`src/rtl/mem_stage_lsu_if.sv`:
```
// Memory bus between the M-stage load/store unit and the data memory.
//   mem_req   : request, held high until mem_ack or timeout
//   mem_we    : 1 = store, 0 = load
//   mem_addr  : word-aligned byte address
//   mem_be    : byte enables (all zero on loads)
//   mem_wdata : store data replicated across the byte lanes
//   mem_rdata : read word returned by memory
//   mem_ack   : single-cycle completion strobe
interface mem_stage_lsu_if;
    logic        mem_req;
    logic        mem_we;
    logic [31:0] mem_addr;
    logic [3:0]  mem_be;
    logic [31:0] mem_wdata;
    logic [31:0] mem_rdata;
    logic        mem_ack;

    modport master (
        output mem_req, mem_we, mem_addr, mem_be, mem_wdata,
        input  mem_rdata, mem_ack
    );

    modport slave (
        input  mem_req, mem_we, mem_addr, mem_be, mem_wdata,
        output mem_rdata, mem_ack
    );
endinterface

```
`src/rtl/mem_stage_lsu.sv`:
```
// M-stage load/store unit. Turns a load/store in the M stage into a single
// bus transaction, stalls the pipeline while the transaction is in flight,
// formats load data and flags misaligned/illegal accesses and bus timeouts.
// Ports:
//   clk, reset            : clock, asynchronous active-high reset
//   MemReadM, MemWriteM   : load / store in M (store wins if both set)
//   Funct3M               : access size and signedness
//   ALUResultM            : byte address
//   WriteDataM            : right-justified store data
//   bus                   : memory bus (master side)
//   ReadDataM             : formatted load result (registered)
//   StallM                : freeze F/D/E/M while an access is outstanding
//   MisalignM             : misaligned address or illegal Funct3M
//   BusErrM               : no ack within TIMEOUT BUSY cycles
module mem_stage_lsu #(
    parameter int unsigned TIMEOUT = 256
) (
    input  logic                  clk,
    input  logic                  reset,
    input  logic                  MemReadM,
    input  logic                  MemWriteM,
    input  logic [2:0]            Funct3M,
    input  logic [31:0]           ALUResultM,
    input  logic [31:0]           WriteDataM,
    mem_stage_lsu_if.master       bus,
    output logic [31:0]           ReadDataM,
    output logic                  StallM,
    output logic                  MisalignM,
    output logic                  BusErrM
);

    typedef enum logic [1:0] {IDLE, BUSY, DONE} state_t;

    localparam logic [15:0] CNT_LAST = 16'(TIMEOUT - 1);

    state_t      state, state_n;
    logic [15:0] wait_cnt;
    logic [2:0]  f3_q;
    logic [1:0]  off_q;
    logic        access, fault, issue, complete, timeout_hit;

    // Store data replicated so every enabled lane carries the right bytes.
    function automatic logic [31:0] lane_wdata(input logic [2:0] f3, input logic [31:0] wd);
        case (f3[1:0])
            2'b00:   return {4{wd[7:0]}};
            2'b01:   return {2{wd[15:0]}};
            default: return wd;
        endcase
    endfunction

    function automatic logic [3:0] lane_be(input logic [2:0] f3, input logic [1:0] off);
        case (f3[1:0])
            2'b00:   return 4'b0001 << off;
            2'b01:   return 4'b0011 << off;
            default: return 4'b1111;
        endcase
    endfunction

    // Pick the addressed byte/halfword lane and extend it to 32 bits.
    function automatic logic [31:0] fmt_load(input logic [2:0] f3, input logic [1:0] off,
                                             input logic [31:0] rd);
        logic [31:0]        sh;
        logic signed [7:0]  b_s;
        logic signed [15:0] h_s;
        sh  = rd >> {off, 3'b000};
        b_s = sh[7:0];
        h_s = sh[15:0];
        case (f3)
            3'b000:  return 32'(b_s);
            3'b001:  return 32'(h_s);
            3'b100:  return {24'd0, sh[7:0]};
            3'b101:  return {16'd0, sh[15:0]};
            default: return rd;
        endcase
    endfunction

    always_comb begin
        access = MemReadM | MemWriteM;
        fault  = !(Funct3M inside {3'b000, 3'b001, 3'b010, 3'b100, 3'b101})
               || (Funct3M[1:0] == 2'b01 && ALUResultM[0])
               || (Funct3M[1:0] == 2'b10 && ALUResultM[1:0] != 2'b00);
    end

    always_comb begin
        state_n     = state;
        StallM      = 1'b0;
        MisalignM   = 1'b0;
        issue       = 1'b0;
        complete    = 1'b0;
        timeout_hit = 1'b0;
        // Hold the pipeline outputs quiet while reset is applied.
        if (!reset) begin
            case (state)
                IDLE: begin
                    if (access) begin
                        if (fault) begin
                            MisalignM = 1'b1;
                        end else begin
                            StallM  = 1'b1;
                            issue   = 1'b1;
                            state_n = BUSY;
                        end
                    end
                end
                BUSY: begin
                    StallM = 1'b1;
                    if (bus.mem_ack) begin
                        complete = 1'b1;
                        state_n  = DONE;
                    end else if (wait_cnt >= CNT_LAST) begin
                        timeout_hit = 1'b1;
                        state_n     = DONE;
                    end
                end
                default: state_n = IDLE;
            endcase
        end
    end

    always_ff @(posedge clk or posedge reset) begin
        if (reset) begin
            state         <= IDLE;
            bus.mem_req   <= 1'b0;
            bus.mem_we    <= 1'b0;
            bus.mem_addr  <= '0;
            bus.mem_be    <= '0;
            bus.mem_wdata <= '0;
            ReadDataM     <= '0;
            BusErrM       <= 1'b0;
            wait_cnt      <= '0;
            f3_q          <= '0;
            off_q         <= '0;
        end else begin
            state   <= state_n;
            // Only the DONE cycle that follows a timeout sees BusErrM high.
            BusErrM <= timeout_hit;
            if (issue) begin
                bus.mem_req   <= 1'b1;
                bus.mem_we    <= MemWriteM;
                bus.mem_addr  <= {ALUResultM[31:2], 2'b00};
                bus.mem_be    <= MemWriteM ? lane_be(Funct3M, ALUResultM[1:0]) : 4'b0000;
                bus.mem_wdata <= MemWriteM ? lane_wdata(Funct3M, WriteDataM) : 32'd0;
                f3_q          <= Funct3M;
                off_q         <= ALUResultM[1:0];
                wait_cnt      <= '0;
            end else if (state == BUSY) begin
                if (complete || timeout_hit) begin
                    bus.mem_req <= 1'b0;
                end else if (wait_cnt != 16'hFFFF) begin
                    wait_cnt <= wait_cnt + 16'd1;
                end
                if (complete && !bus.mem_we) begin
                    ReadDataM <= fmt_load(f3_q, off_q, bus.mem_rdata);
                end
            end
        end
    end

endmodule

```
`src/flat_wrapper.sv`:
```
// flat-port wrapper written by rule: the top's interface ports become plain ports
module mem_stage_lsu_flat 
#(
    parameter int unsigned TIMEOUT = 256
)
  (clk, reset, MemReadM, MemWriteM, Funct3M, ALUResultM, WriteDataM, ReadDataM, StallM, MisalignM, BusErrM, bus_mem_req, bus_mem_we, bus_mem_addr, bus_mem_be, bus_mem_wdata, bus_mem_rdata, bus_mem_ack);
  mem_stage_lsu_if bus_i ();
  input  logic clk;
  input  logic reset;
  input  logic MemReadM;
  input  logic MemWriteM;
  input  logic [2:0] Funct3M;
  input  logic [31:0] ALUResultM;
  input  logic [31:0] WriteDataM;
  output logic [31:0] ReadDataM;
  output logic StallM;
  output logic MisalignM;
  output logic BusErrM;
  output wire logic [$bits(bus_i.mem_req)-1:0] bus_mem_req;
  output wire logic [$bits(bus_i.mem_we)-1:0] bus_mem_we;
  output wire logic [$bits(bus_i.mem_addr)-1:0] bus_mem_addr;
  output wire logic [$bits(bus_i.mem_be)-1:0] bus_mem_be;
  output wire logic [$bits(bus_i.mem_wdata)-1:0] bus_mem_wdata;
  input wire logic [$bits(bus_i.mem_rdata)-1:0] bus_mem_rdata;
  input wire logic [$bits(bus_i.mem_ack)-1:0] bus_mem_ack;
  assign bus_mem_req = bus_i.mem_req;
  assign bus_mem_we = bus_i.mem_we;
  assign bus_mem_addr = bus_i.mem_addr;
  assign bus_mem_be = bus_i.mem_be;
  assign bus_mem_wdata = bus_i.mem_wdata;
  assign bus_i.mem_rdata = bus_mem_rdata;
  assign bus_i.mem_ack = bus_mem_ack;
  mem_stage_lsu #(.TIMEOUT(TIMEOUT)) u_core (.clk(clk), .reset(reset), .MemReadM(MemReadM), .MemWriteM(MemWriteM), .Funct3M(Funct3M), .ALUResultM(ALUResultM), .WriteDataM(WriteDataM), .bus(bus_i), .ReadDataM(ReadDataM), .StallM(StallM), .MisalignM(MisalignM), .BusErrM(BusErrM));
endmodule
```
`config.mk`:
```
export PLATFORM = sky130hd
export DESIGN_NAME = mem_stage_lsu_flat
export DESIGN_NICKNAME = d
export VERILOG_FILES = /design/src/rtl/mem_stage_lsu_if.sv /design/src/rtl/mem_stage_lsu.sv /design/src/flat_wrapper.sv
export SDC_FILE = /design/constraint.sdc
export NUM_CORES = 1
export LEC_CHECK = 0
export BUFFER_PORTS_ARGS = -buffer_cell sky130_fd_sc_hd__buf_2
export CORE_MARGIN = 4
export CORE_UTILIZATION = 45
export DETAILED_ROUTE_END_ITERATION = 12
export GPL_TIMING_DRIVEN = 0
export PLACE_DENSITY_LB_ADDON = 0.1
export SYNTH_ARGS = -nofsm -noshare
export SYNTH_HDL_FRONTEND = slang
export SYNTH_SLANG_ARGS = --single-unit
```
`constraint.sdc`:
```
create_clock -name clk -period 3.1 [get_ports clk]
set_input_delay 0 -clock clk [delete_from_list [all_inputs] [get_ports clk]]
set_output_delay 0 -clock clk [all_outputs]
set_load 0.02 [all_outputs]
```
Word level (Yosys, flattened, before mapping)

Cells that the tools add are included.

Register bits: 124
Input bits: 104
Word-level logic and storage cells: 89

Add/subtract/negate cells: 1
$lt $le $gt $ge: 1
Equality and inequality tests: 15
Shift operators: 3
Mux-type cells: 34
Bitwise gates (word level): 3
Reduce and logical (&&, ||, !) cells: 21

Operators by type and width:

| operator              | count |
|---|---|
| $pmux 32 s4           | 1 |
| $mux 16               | 4 |
| $pmux 32 s2           | 1 |
| $mux 32               | 1 |
| $shr 32x5->16         | 1 |
| $mux 1                | 19 |
| $add 16x1->16 const B | 1 |
| $ge 16x8->1 const B   | 1 |
| $ne 16x16->1 const B  | 1 |
| $eq 3x3->1 const B    | 4 |
| $mux 2                | 4 |
| $pmux 4 s2            | 1 |
| $reduce_bool 2->1     | 4 |
| $eq 3x1->1 const B    | 2 |
| $logic_not 3->1       | 2 |
| $reduce_and 3->1      | 2 |
| $reduce_bool 5->1     | 1 |
| $eq 2x1->1 const B    | 2 |
| $logic_not 2->1       | 2 |
| $mux 4                | 1 |
| $ne 2x1->1 const B    | 2 |
| $pmux 2 s2            | 1 |
| $reduce_and 4->1      | 1 |
| $shl 1x2->4 const A   | 1 |
| 12 further kinds      | 18 |

Longest topological paths before layout

Gate-level depths: netlist (run 1).

Depth in word-level cells: 11
Mapped depth: 7
Depth with buffers taken out: 6

Worst setup path after synthesis (run 1)

No wires, ideal clock.

Path kind: in2reg
Start point: input reset
End point: register u_core.wait_cnt[3]
Library setup time: 0.132 ns
Arrival: 3.539 ns
Data required time: 2.968 ns
Slack: -0.571 ns
Stages: 4
Cell sequence: inv_1 -> a2111oi_0 -> xnor2_1 -> nor2_1

Word-level cells in the longest chain between the ends: 4

Ends and longest elaborated chain:

| item                       | line                 | RTL |
|---|---|---|
| start: declaration         | flat_wrapper.sv:9    | `input logic reset;` |
| $mux 1                     | mem_stage_lsu.sv:92  | `if (!reset) begin` |
| $logic_or 1x1->1           | mem_stage_lsu.sv:147 | `if (complete \|\| timeout_hit) begin` |
| $ne 2x1->1 (no line)       | n/a                  |  |
| $reduce_and 3->1 (no line) | n/a                  |  |
| end signal: assignment     | mem_stage_lsu.sv:150 | `wait_cnt <= wait_cnt + 16'd1;` |
| end: declaration           | mem_stage_lsu.sv:37  | `logic [15:0] wait_cnt;` |

Parallel ways exist; a longest one is shown, timed or not.
A chain may end at the register's enable or synchronous reset.

Worst setup path in the final report (run 1)

Start point: register u_core.off_q[1]
End point: register u_core.ReadDataM[18]

Word-level cells in the longest chain between the ends: 2

Ends and longest elaborated chain:

| item                     | line                 | RTL |
|---|---|---|
| start: declaration       | mem_stage_lsu.sv:39  | `logic [1:0] off_q;` |
| start signal: assignment | mem_stage_lsu.sv:144 | `off_q <= ALUResultM[1:0];` |
| $shr 32x5->16            | mem_stage_lsu.sv:65  | `sh = rd >> {off, 3'b000};` |
| $pmux 32 s4              | mem_stage_lsu.sv:68  | `case (f3)` |
| end signal: assignment   | mem_stage_lsu.sv:153 | `ReadDataM <= fmt_load(f3_q, off_q, bus.mem_rdata);` |
| end: declaration         | mem_stage_lsu.sv:26  | `output logic [31:0] ReadDataM,` |

Every way passes these cells.

==> results of run 1 <==
[worst max path at each step]
stage                                      startpoint                                to  slack [ns]
final                     u_core.off_q[1]$_DFFE_PP0P_  u_core.ReadDataM[18]$_DFFE_PP0P_        0.45
after global routing      u_core.off_q[1]$_DFFE_PP0P_  u_core.ReadDataM[17]$_DFFE_PP0P_        0.24
after CTS                 u_core.off_q[1]$_DFFE_PP0P_  u_core.ReadDataM[22]$_DFFE_PP0P_        0.48
after detailed placement  u_core.off_q[1]$_DFFE_PP0P_  u_core.ReadDataM[22]$_DFFE_PP0P_        0.51
after global placement                          reset    u_core.wait_cnt[9]$_DFFE_PP0P_       -1.07
after floorplan                                 reset   u_core.wait_cnt[13]$_DFFE_PP0P_        0.02
[critical path, delay by kind of cell (launching register included)]
| kind | cells | cell delay, ns |
|---|---|---|
| AO/OA/AOI/OAI | 2 | 0.61 |
| flip-flops | 1 | 0.32 |
| buffers and inverters | 2 | 0.78 |
| AND/OR/NAND/NOR | 2 | 0.17 |
| multiplexers | 1 | 0.62 |
[Yosys cell counts, types with 3 or more instances]
cell        n  area (µm²)
inv_1       4        15.0
a31oi_1     4        25.0
and3_1      5        31.3
dfrtp_1   124        3100
mux2i_1    17         170
xnor2_1     6        52.6
nor3_1      6        30.0
a21oi_1    35         175
o211ai_1    3        22.5
nor4_1      5        31.3
buf_1       3        11.3
o22ai_1     5        31.3
clkbuf_1   37         139
nor2_1     42         158
or4_1       4        30.0
nand4_1     6        37.5
mux2_2     17         191
or3_1       5        31.3
nand3_1    41         205
a221o_1     3        30.0
nor2b_1     5        31.3
a22oi_1     4        30.0
nand2b_1    4        25.0
o21ai_0    35         175
nand2_1   230         863
[stage by stage]
step	setup TNS [ns]	utilization	hold WS [ns]	power (mW)
floorplan	0	-	0.0703	4.22
global placement	-13.12	0.563	0.189	5.15
detailed placement	0	0.569	0.139	5.24
CTS	0	0.688	0.00789	7.16
global route	0	0.688	0.0333	7.60
finish	0	0.688	0.0177	7.19
[state kept, by name (all words and copies together) (netlist names)]
register and cells:
u_core.bus.mem_req 1, u_core.BusErrM 1, u_core.bus.mem_be 4, u_core.f3_q 3, u_core.ReadDataM 32, u_core.off_q 2, u_core.bus.mem_we 1, u_core.wait_cnt 16
u_core.bus.mem_addr 30, u_core.bus.mem_wdata 32, u_core.state 2
[power by group through the flow]
| stage | clock [mW] | sequential (mW) | combinational [mW] |
|---|---|---|---|
| 6_report | 1.82 | 2.56 | 2.81 |
| 5_1_grt | 1.92 | 2.62 | 3.06 |
| 4_1_cts | 1.84 | 2.54 | 2.78 |
| 3_5_place_dp | 0 | 2.55 | 2.68 |
| 3_3_place_gp | 0 | 2.53 | 2.62 |
| 2_1_floorplan | 0 | 3.20 | 1.02 |
[routing by layer]
metal  vias to the layer above  global-route usage
li1                       2983                   -
met1                      2974               0.342
met4                         0               0.118
met3                        55              0.0742
met2                       294               0.452
met5                         -                   0
[cell families (layout without fill, tap and decap cells)]
kind of cell,after synthesis,in the layout,synth area share
AND/OR/NAND/NOR,365,365,0.263
flip-flops,124,124,0.523
AO/OA/AOI/OAI,106,106,0.107
buffers and inverters,46,385,0.0304
multiplexers,35,35,0.0648
XOR/XNOR,6,6,0.00886
adder cells (fa/ha/maj),1,1,0.00211
other,1,3,0.000632
[final cells by class]
class,count,area [µm²],share of cell area
Sequential cell,124,3100,0.353
Antenna cell,1,2.50,0.000285
Multi-Input combinational cell,515,2650,0.302
Inverter,4,18.8,0.00214
Clock inverter,8,67.6,0.00769
Tap cell,172,215,0.0245
Timing Repair Buffer,307,2090,0.238
Buffer,42,165,0.0188
Clock buffer,24,472,0.0537
[repair_timing]
action | in CTS | in global routing
buffers inserted | 0 | 0
endpoints found under the hold margin | 120 | 0
gates resized for setup | 0 | 0
hold buffers | 97 | 0
endpoints found under the setup margin | 0 | 0
==> results.sh, run 1 <==
export IMPL_syn_cell_area_um2=5930
export IMPL_rsz0062_at_grt="false"
export IMPL_antenna_found_initial=1
export IMPL_synth_cell_type_count=50
export IMPL_cts_root_buf="clkbuf_16"
export IMPL_powerDensity_nw_per_um2=818
export IMPL_peakVddDrop_v=0.000543
export IMPL_slowest_stage="mux4_2"
export IMPL_hold_path_startpoint="bus_mem_rdata[5]"
export IMPL_fin_area_um2=8790
export IMPL_switching_power_mw=2.87
export IMPL_track_usage=0.275
export IMPL_layoutNonFillerInstCount=1197
export IMPL_grt_max_degree=34
export IMPL_crit_chain="clkbuf_1, mux4_2, nor2_1, nor3_1, a21oi_1, clkbuf_1, a21oi_1"
export IMPL_drt_iter0_markers=565
export IMPL_final_common_cell="nand2_1"
export IMPL_rows=41
export IMPL_seq_power_share=0.356
export IMPL_gr_total_overflow=0
export IMPL_reg2reg_to="u_core.ReadDataM[18]$_DFFE_PP0P_"
export IMPL_syn_to_final_growth_pct=48.1
export IMPL_cp_end_kind="flip-flop"
export IMPL_yosysWarnings=0
export IMPL_cts_tree="built"
export IMPL_reg2reg_setup_slack_ns=0.45
export IMPL_top_layer_used="met4"
export IMPL_finalWirelength_mm=20.2
export IMPL_dp_cells=1067
export IMPL_first_global_vias=6484
export IMPL_ys_seq_elements=124
export IMPL_hpwlAfterDp_mm=13.7
export IMPL_start_kind="flip-flop"
export IMPL_htree_levels=4
export IMPL_fin_skew_ns=0.00876
export IMPL_r2r_start="u_core.off_q[1]$_DFFE_PP0P_"
export IMPL_worst_slack_ns=0.450
export IMPL_portBuffers=206
export IMPL_vias=6306
export IMPL_hp_class="in -> reg"
export IMPL_netlist_instances=684
export IMPL_maxSlewHeadroom=0.242
export IMPL_finalHoldViolations=0
export IMPL_required_ns=3.37
export IMPL_drtAntennaViolNets=0
export IMPL_holdPathStages=4
export IMPL_detail_route_wl_per_cell_um=16.9
export IMPL_synth_seq_area_share=0.523
export IMPL_gp_congestion=0.882
export IMPL_fin_crit_ns=2.65
export IMPL_io_pins=209
export IMPL_layout_nets=1116
export IMPL_p_sw_frac=0.399
export IMPL_ys_async_sr_fraction=1.00
export IMPL_ctsLongestPathBuffers=2
export IMPL_drc=0
export IMPL_status="complete, no violations"
export IMPL_first_pass_iters=6
export IMPL_r2r_cells=7
export IMPL_dieArea_um2=15100
export IMPL_cts_clk_slew_worst_paths_ns=0.05
export IMPL_holdPathEnd="u_core.ReadDataM[5]$_DFFE_PP0P_"
export IMPL_drive_gt1_frac=0.256
export IMPL_drt_met1_wl_mm=8.09
export IMPL_p_clk_frac=0.253
export IMPL_critPathKind="reg -> reg"
export IMPL_route_met3_wl_mm=1.66
export IMPL_fin_crit_sh=0.855
export IMPL_grt_pass1_wl_mm=32.4
export IMPL_dp_slack_ns=0.510
export IMPL_core_area_um2=12800
export IMPL_setup_viol=0
export IMPL_die_x_um=123
export IMPL_ys_flop_type="dfrtp_1"
export IMPL_fill_cells=1019
export IMPL_arrival_ns=2.92
export IMPL_maxClockFrequency_mhz=377
export IMPL_combinationalPowerShare=0.391
export IMPL_cts_sinks=124
export IMPL_avgSynthCellArea_um2=8.67
export IMPL_p_leak_nw=4.48
export IMPL_crit_path_max_fanout=10
export IMPL_worst_pin_slew_ns=1.13
export IMPL_max_cap_viol_count=0
export IMPL_p_int_mw=4.32
export IMPL_final_cell_mix="230 x nand2_1, 206 x buf_2, 124 x dfrtp_1"
export IMPL_cts_buffers=17
export IMPL_synth_edff_count=0
export IMPL_clk_latency_ns=0.42
export IMPL_detailed_place_area_um2=7270
export IMPL_wl_met2_mm=9.83
export IMPL_initial_core_util=0.464
export IMPL_slew_violations=0
export IMPL_die_height_um=123
export IMPL_cp_slowest_stage_delay_ns=0.62
export IMPL_viasPerCell=5.27
(Power assumes the default switching activity.)
==> run 2, diff against run 1 <==
Settings changed: CORE_ASPECT_RATIO set to 1.5, CTS_CLUSTER_DIAMETER set to 60, GPL_TIMING_DRIVEN 0 to not set.
==> run 2 against run 1 <==
Die area grew 0.25%. Maximum frequency grew 6.5%. Critical path depth shrank 2. Core utilization shrank 1.0 points. Combinational power shrank 6%. Power grew 4.6%. Worst hold slack gained 0.0086 ns. Highest routed layer unchanged. Via count shrank 2.6%. Sequential cell count is the same.
==> results.sh, run 2 (synthesis results as in run 1) <==
export IMPL_status="complete, no violations"
export IMPL_max_cap_viol_count=0
export IMPL_die_height_um=149
export IMPL_drt_iter0_markers=272
export IMPL_hpwlAfterDp_mm=12.5
export IMPL_cts_sinks=124
export IMPL_track_usage=0.250
export IMPL_dieArea_um2=15100
export IMPL_htree_levels=4
export IMPL_antenna_found_initial=0
export IMPL_viasPerCell=5.33
export IMPL_cts_resized=0
export IMPL_r2r_cells=5
export IMPL_fin_skew_ns=0.00678
export IMPL_slew_violations=0
export IMPL_top_regs="u_core.ReadDataM x32, u_core.bus.mem_wdata x32, u_core.bus.mem_addr x30"
export IMPL_holdPathEnd="u_core.ReadDataM[5]$_DFFE_PP0P_"
export IMPL_gp_congestion=0.881
export IMPL_layout_nets=1085
export IMPL_cp_end_kind="flip-flop"
export IMPL_reg2reg_setup_slack_ns=0.61
export IMPL_fin_crit_sh=0.803
export IMPL_cts_buffers=17
export IMPL_timing_setup_tns_ns=0
export IMPL_ctsLongestPathBuffers=2
export IMPL_maxClockFrequency_mhz=402
export IMPL_fin_crit_ns=2.49
export IMPL_start_kind="flip-flop"
export IMPL_rows=51
export IMPL_hold_path_startpoint="bus_mem_rdata[5]"
export IMPL_grt_pass1_wl_mm=30.1
export IMPL_fin_area_um2=8780
export IMPL_drive_gt1_frac=0.279
export IMPL_crit_path_max_fanout=8
export IMPL_maxSlewHeadroom=0.380
export IMPL_worst_pin_slew_ns=0.930
export IMPL_cts_clk_slew_worst_paths_ns=0.06
export IMPL_first_global_vias=6254
export IMPL_grt_max_degree=74
export IMPL_drtAntennaViolNets=0
export IMPL_syn_to_final_growth_pct=48.0
export IMPL_whs_ns=0.0264
export IMPL_first_pass_iters=4
export IMPL_finalHoldViolations=0
export IMPL_fin_total_pwr_mw=7.51
export IMPL_core_area_um2=13000
export IMPL_vias=6139
export IMPL_p_leak_nw=4.51
export IMPL_peakVddDrop_v=0.000575
export IMPL_drc=0
export IMPL_powerDensity_nw_per_um2=856
export IMPL_cts_root_buf="clkbuf_16"
export IMPL_hp_class="in -> reg"
export IMPL_detail_route_wl_per_cell_um=16.2
export IMPL_final_cell_mix="229 x nand2_1, 206 x buf_2, 124 x dfrtp_1"
export IMPL_gr_total_overflow=0
export IMPL_io_pins=209
export IMPL_required_ns=3.43
export IMPL_holdPathStages=4
export IMPL_arrival_ns=2.82
export IMPL_final_common_cell="nand2_1"
export IMPL_setup_viol=0
export IMPL_clk_latency_ns=0.42
export IMPL_antennaDiodeCount=0
export IMPL_reg2reg_to="u_core.wait_cnt[11]$_DFFE_PP0P_"
export IMPL_die_x_um=102
export IMPL_rsz0062_at_grt="false"
export IMPL_cts_tree="built"
export IMPL_r2r_start="u_core.wait_cnt[8]$_DFFE_PP0P_"
export IMPL_initial_core_util=0.458
export IMPL_detailed_place_area_um2=7120
export IMPL_portBuffers=206
export IMPL_finalWirelength_mm=18.7
export IMPL_critPathKind="reg -> reg"
export IMPL_cts_setup_buffers=0
==> run 2: cell count changes in the layout (fill, tap and decap cells not counted), sizes merged, moves of 3 or more <==
| cell | change |
|---|---|
| bufinv | +4 |
| clkbuf | -42 |
| inv | +3 |
| clkinv | -5 |
| buf | +4 |
| clkinvlp | +3 |
==> run 2: metal layers <==
layer	track usage	part of all wire	vias to the layer above
met4	0.126	0.041	0
met2	0.408	0.50	260
met1	0.300	0.39	2914
met3	0.0652	0.076	61
met5	0	0	-
li1	-	-	2904
==> run 2: power by group <==
part           switching [mW]  leakage, nW  internal [mW]  total, mW
Sequential              0.453         1.57           2.20       2.66
Clock                   0.745        0.313           1.47       2.22
Combinational            1.67         2.62          0.964       2.64
Total                    2.87         4.51           4.64       7.51
==> run 2: worst max-delay path by stage <==
stage | start | end | slack, ns | depth (start not counted)
global route | u_core.wait_cnt[8]$_DFFE_PP0P_ | u_core.wait_cnt[11]$_DFFE_PP0P_ | 0.53 | 5
detailed placement | u_core.wait_cnt[8]$_DFFE_PP0P_ | u_core.wait_cnt[13]$_DFFE_PP0P_ | 0.63 | 5
floorplan | reset | u_core.wait_cnt[13]$_DFFE_PP0P_ | 0.02 | 4
CTS | u_core.wait_cnt[8]$_DFFE_PP0P_ | u_core.wait_cnt[11]$_DFFE_PP0P_ | 0.61 | 5
finish | u_core.wait_cnt[8]$_DFFE_PP0P_ | u_core.wait_cnt[11]$_DFFE_PP0P_ | 0.61 | 5
global placement | u_core.wait_cnt[8]$_DFFE_PP0P_ | u_core.wait_cnt[13]$_DFFE_PP0P_ | 0.63 | 5
==> run 2: what timing repair did <==
action	4_1_cts	5_1_grt
endpoints found under the hold margin	119	0
setup endpoints to repair	0	0
hold buffers	99	0
==> run 2: cell type report <==
cell class | instances | area (µm²)
Fill cell | 1003 | 4180
Inverter | 4 | 18.8
Clock inverter | 13 | 211
Tap cell | 159 | 199
Clock buffer | 19 | 453
Multi-Input combinational cell | 515 | 2660
Sequential cell | 124 | 3100
Timing Repair Buffer | 318 | 2130
==> run 2: worst max-delay path, cell delays in order, from the launching register on <==
cell and delay, ns:
dfrtp_1 0.44, or4_1 0.54, a211o_1 0.38, a2111o_1 0.55, or3_1 0.34, a21oi_1 0.15
==> run 2: metrics by stage <==
step                      utilization  cells  setup slack, ns
final                           0.678   1152            0.612
after global routing            0.678   1152            0.525
after CTS                       0.678   1152            0.608
after detailed placement        0.550   1021            0.635
after global placement          0.550   1021            0.630
after floorplan                     -    685           0.0187
==> run 3, diff against run 2 <==
Settings changed: ABC_AREA set to 1, CORE_UTILIZATION 45 to 51.
Clock period 3.1 ns to 2.3 ns, I/O delays scaled along.
==> run 3 against run 2 <==
Core utilization up 7.9 points. Wire length is 1.3% higher. Synthesized cell count is 16% higher. Worst setup slack worse by 0.31 ns. Critical path type is now in -> reg. Critical endpoint is now u_core.bus.mem_wdata[30]$_DFFE_PP0P_. Largest power group is now combinational cells.
==> results.sh, run 3 <==
export IMPL_status="complete, no violations"
export IMPL_required_ns=2.63
export IMPL_drc=0
export IMPL_first_pass_iters=5
export IMPL_p_leak_nw=4.67
export IMPL_gp_congestion=0.871
export IMPL_critPathKind="in -> reg"
export IMPL_detail_route_wl_per_cell_um=15.2
export IMPL_die_height_um=142
export IMPL_cts_root_buf="clkbuf_16"
export IMPL_ctsLongestPathBuffers=2
export IMPL_cts_clk_slew_worst_paths_ns=0.06
export IMPL_htree_levels=4
export IMPL_fin_skew_ns=0.00924
export IMPL_max_cap_viol_count=0
export IMPL_yosys_area_top_type_share=0.508
export IMPL_synth_seq_area_share=0.508
export IMPL_portBuffers=206
export IMPL_finalHoldViolations=0
export IMPL_ys_seq_elements=124
export IMPL_final_common_cell="nand2_1"
export IMPL_crit_chain="dlygate4sd3_1, buf_2, inv_1, nand2_1, clkinv_1, a21oi_1, o21ai_0, dlygate4sd3_1, o21ai_0"
export IMPL_setup_viol=0
export IMPL_slowest_stage="dlygate4sd3_1"
export IMPL_gr_total_overflow=0
export IMPL_drtAntennaViolNets=0
export IMPL_worst_pin_slew_ns=0.632
export IMPL_hpwlAfterDp_mm=12.0
export IMPL_whs_ns=0.0145
export IMPL_synth_most_common_cell="nand2_1"
export IMPL_maxClockFrequency_mhz=499
export IMPL_first_global_vias=6471
export IMPL_syn_to_final_growth_pct=43.6
export IMPL_grt_pass1_wl_mm=31.0
export IMPL_top_regs="u_core.ReadDataM x32, u_core.bus.mem_wdata x32, u_core.bus.mem_addr x30"
export IMPL_syn_cell_area_um2=6100
export IMPL_antennaDiodeCount=0
export IMPL_slew_violations=0
export IMPL_clk_latency_ns=0.42
export IMPL_final_cell_mix="305 x nand2_1, 206 x buf_2, 124 x dfrtp_1"
export IMPL_drt_iter0_markers=332
export IMPL_drive_gt1_frac=0.245
export IMPL_powerDensity_nw_per_um2=1230
export IMPL_yosys_top_cells_area="dfrtp_1 51%, nand2_1 19%, o21ai_0 7.4%, inv_1 3.8%, nor2_1 3.1%"
export IMPL_finalWirelength_mm=18.9
export IMPL_cp_slowest_stage_delay_ns=0.60
export IMPL_cts_resized=0
export IMPL_crit_family="buffers and inverters"
export IMPL_dp_slack_ns=0.428
export IMPL_timing_setup_tns_ns=0
export IMPL_ys_flop_type="dfrtp_1"
export IMPL_fin_crit_sh=0.871
export IMPL_peakVddDrop_v=0.000752
export IMPL_rsz0062_at_grt="false"
export IMPL_yosysWarnings=0
export IMPL_fin_total_pwr_mw=10.8
export IMPL_netlist_instances=793
export IMPL_synth_cell_type_count=33
export IMPL_worst_slack_ns=0.298
export IMPL_track_usage=0.276
export IMPL_antenna_found_initial=0
export IMPL_layout_nets=1189
export IMPL_grt_max_degree=63
export IMPL_arrival_ns=2.34
export IMPL_initial_core_util=0.527
export IMPL_core_area_um2=11600
export IMPL_ys_top_cells_by_count="305 x nand2_1, 124 x dfrtp_1, 90 x o21ai_0"
export IMPL_vias=6419
export IMPL_fin_crit_ns=2.00
export IMPL_ys_async_sr_fraction=1.00
export IMPL_synth_top_area_cell="dfrtp_1"
export IMPL_start_kind="input port"
export IMPL_synth_edff_count=0
export IMPL_io_pins=209
export IMPL_die_x_um=97.3
export IMPL_crit_path_max_fanout=10
export IMPL_cp_end_kind="flip-flop"
export IMPL_cts_buffers=17
export IMPL_avgSynthCellArea_um2=7.70
export IMPL_hp_class="in -> reg"
export IMPL_rows=48
export IMPL_path_buf_inv=5
export IMPL_maxSlewHeadroom=0.579
export IMPL_dieArea_um2=13800
export IMPL_cts_sinks=124
export IMPL_viasPerCell=5.15
export IMPL_cts_tree="built"
run 3: cell count changes after synthesis, moves of 20 or more:
| cell | previous run | this run |
|---|---|---|
| nand2_1 | 230 | 305 |
| inv_1 | 4 | 61 |
| o21ai_0 | 35 | 90 |
| a21oi_1 | 35 | 13 |
| nand3_1 | 41 | 19 |
| clkbuf_1 | 37 | 17 |
run 3: worst register-to-register path, stage by stage, from the launching register on:
cell and delay, ns:
dfrtp_1 0.38, nor2_2 0.16, nand2_1 0.10, nor2_2 0.12, nand3_2 0.17, inv_2 0.12
nand2_2 0.34, o21ai_0 0.38
run 3: kinds of logic after synthesis:
group	count (synthesis)	share of synthesized area
fa+ha+maj	1	0.00205
xor+xnor	11	0.0158
other cells	1	0.000614
buf+inv	107	0.0750
compound gates	156	0.141
mux	2	0.00328
simple gates	391	0.254
flops	124	0.508
run 3: area by class of cell:
class / instances / area, µm²
sequential: 124 / 3100
fill: 835 / 2820
multi-input combinational: 563 / 2550
timing repair buffer: 311 / 2060
clock buffer: 17 / 425
inverter: 67 / 255
tap: 150 / 188
clock inverter: 14 / 185
run 3: through the flow:
stage	instances	utilization	instance area (µm²)
floorplan	794	-	6110
global placement	1123	0.624	7240
detailed placement	1123	0.624	7240
CTS	1246	0.756	8770
global route	1246	0.756	8770
finish	1246	0.756	8770
run 3: report_power, final:
part / total, mW / switching (mW) / internal [mW]
clock: 2.78 / 1.06 / 1.72
sequential: 3.70 / 0.623 / 3.08
combinational: 4.29 / 2.76 / 1.53
total: 10.8 / 4.44 / 6.33
run 3: timing repair:
action	in CTS	in global routing
endpoints found under the hold margin	160	0
hold buffers	92	0
setup buffers	0	0
run 3: final timing paths:
kind                                           startpoint                              endpoint  slack, ns  cells past startpoint
min in group asynchronous                           reset    u_core.bus.mem_addr[2]$_DFFE_PP0P_       0.15                      3
hold / removal                          bus_mem_rdata[21]      u_core.ReadDataM[21]$_DFFE_PP0P_       0.01                      5
max in group asynchronous                           reset  u_core.bus.mem_wdata[18]$_DFFE_PP0P_       1.23                      4
setup reg to reg              u_core.state[1]$_DFFE_PP0P_   u_core.bus.mem_wdata[4]$_DFFE_PP0P_       0.42                      7
setup / recovery                               Funct3M[1]  u_core.bus.mem_wdata[30]$_DFFE_PP0P_       0.30                      9
hold reg to reg            u_core.bus.mem_req$_DFFE_PP0P_        u_core.bus.mem_req$_DFFE_PP0P_       0.47                      2
run 3: metal layers:
| metal | track usage | wire, µm | share of wire | vias up |
|---|---|---|---|---|
| li1 | - | - | - | 3114 |
| met1 | 0.323 | 7190 | 0.38 | 2930 |
| met2 | 0.461 | 9320 | 0.49 | 302 |
| met3 | 0.0775 | 1390 | 0.074 | 73 |
| met4 | 0.151 | 1000 | 0.053 | 0 |
| met5 | 0 | 0 | 0 | - |
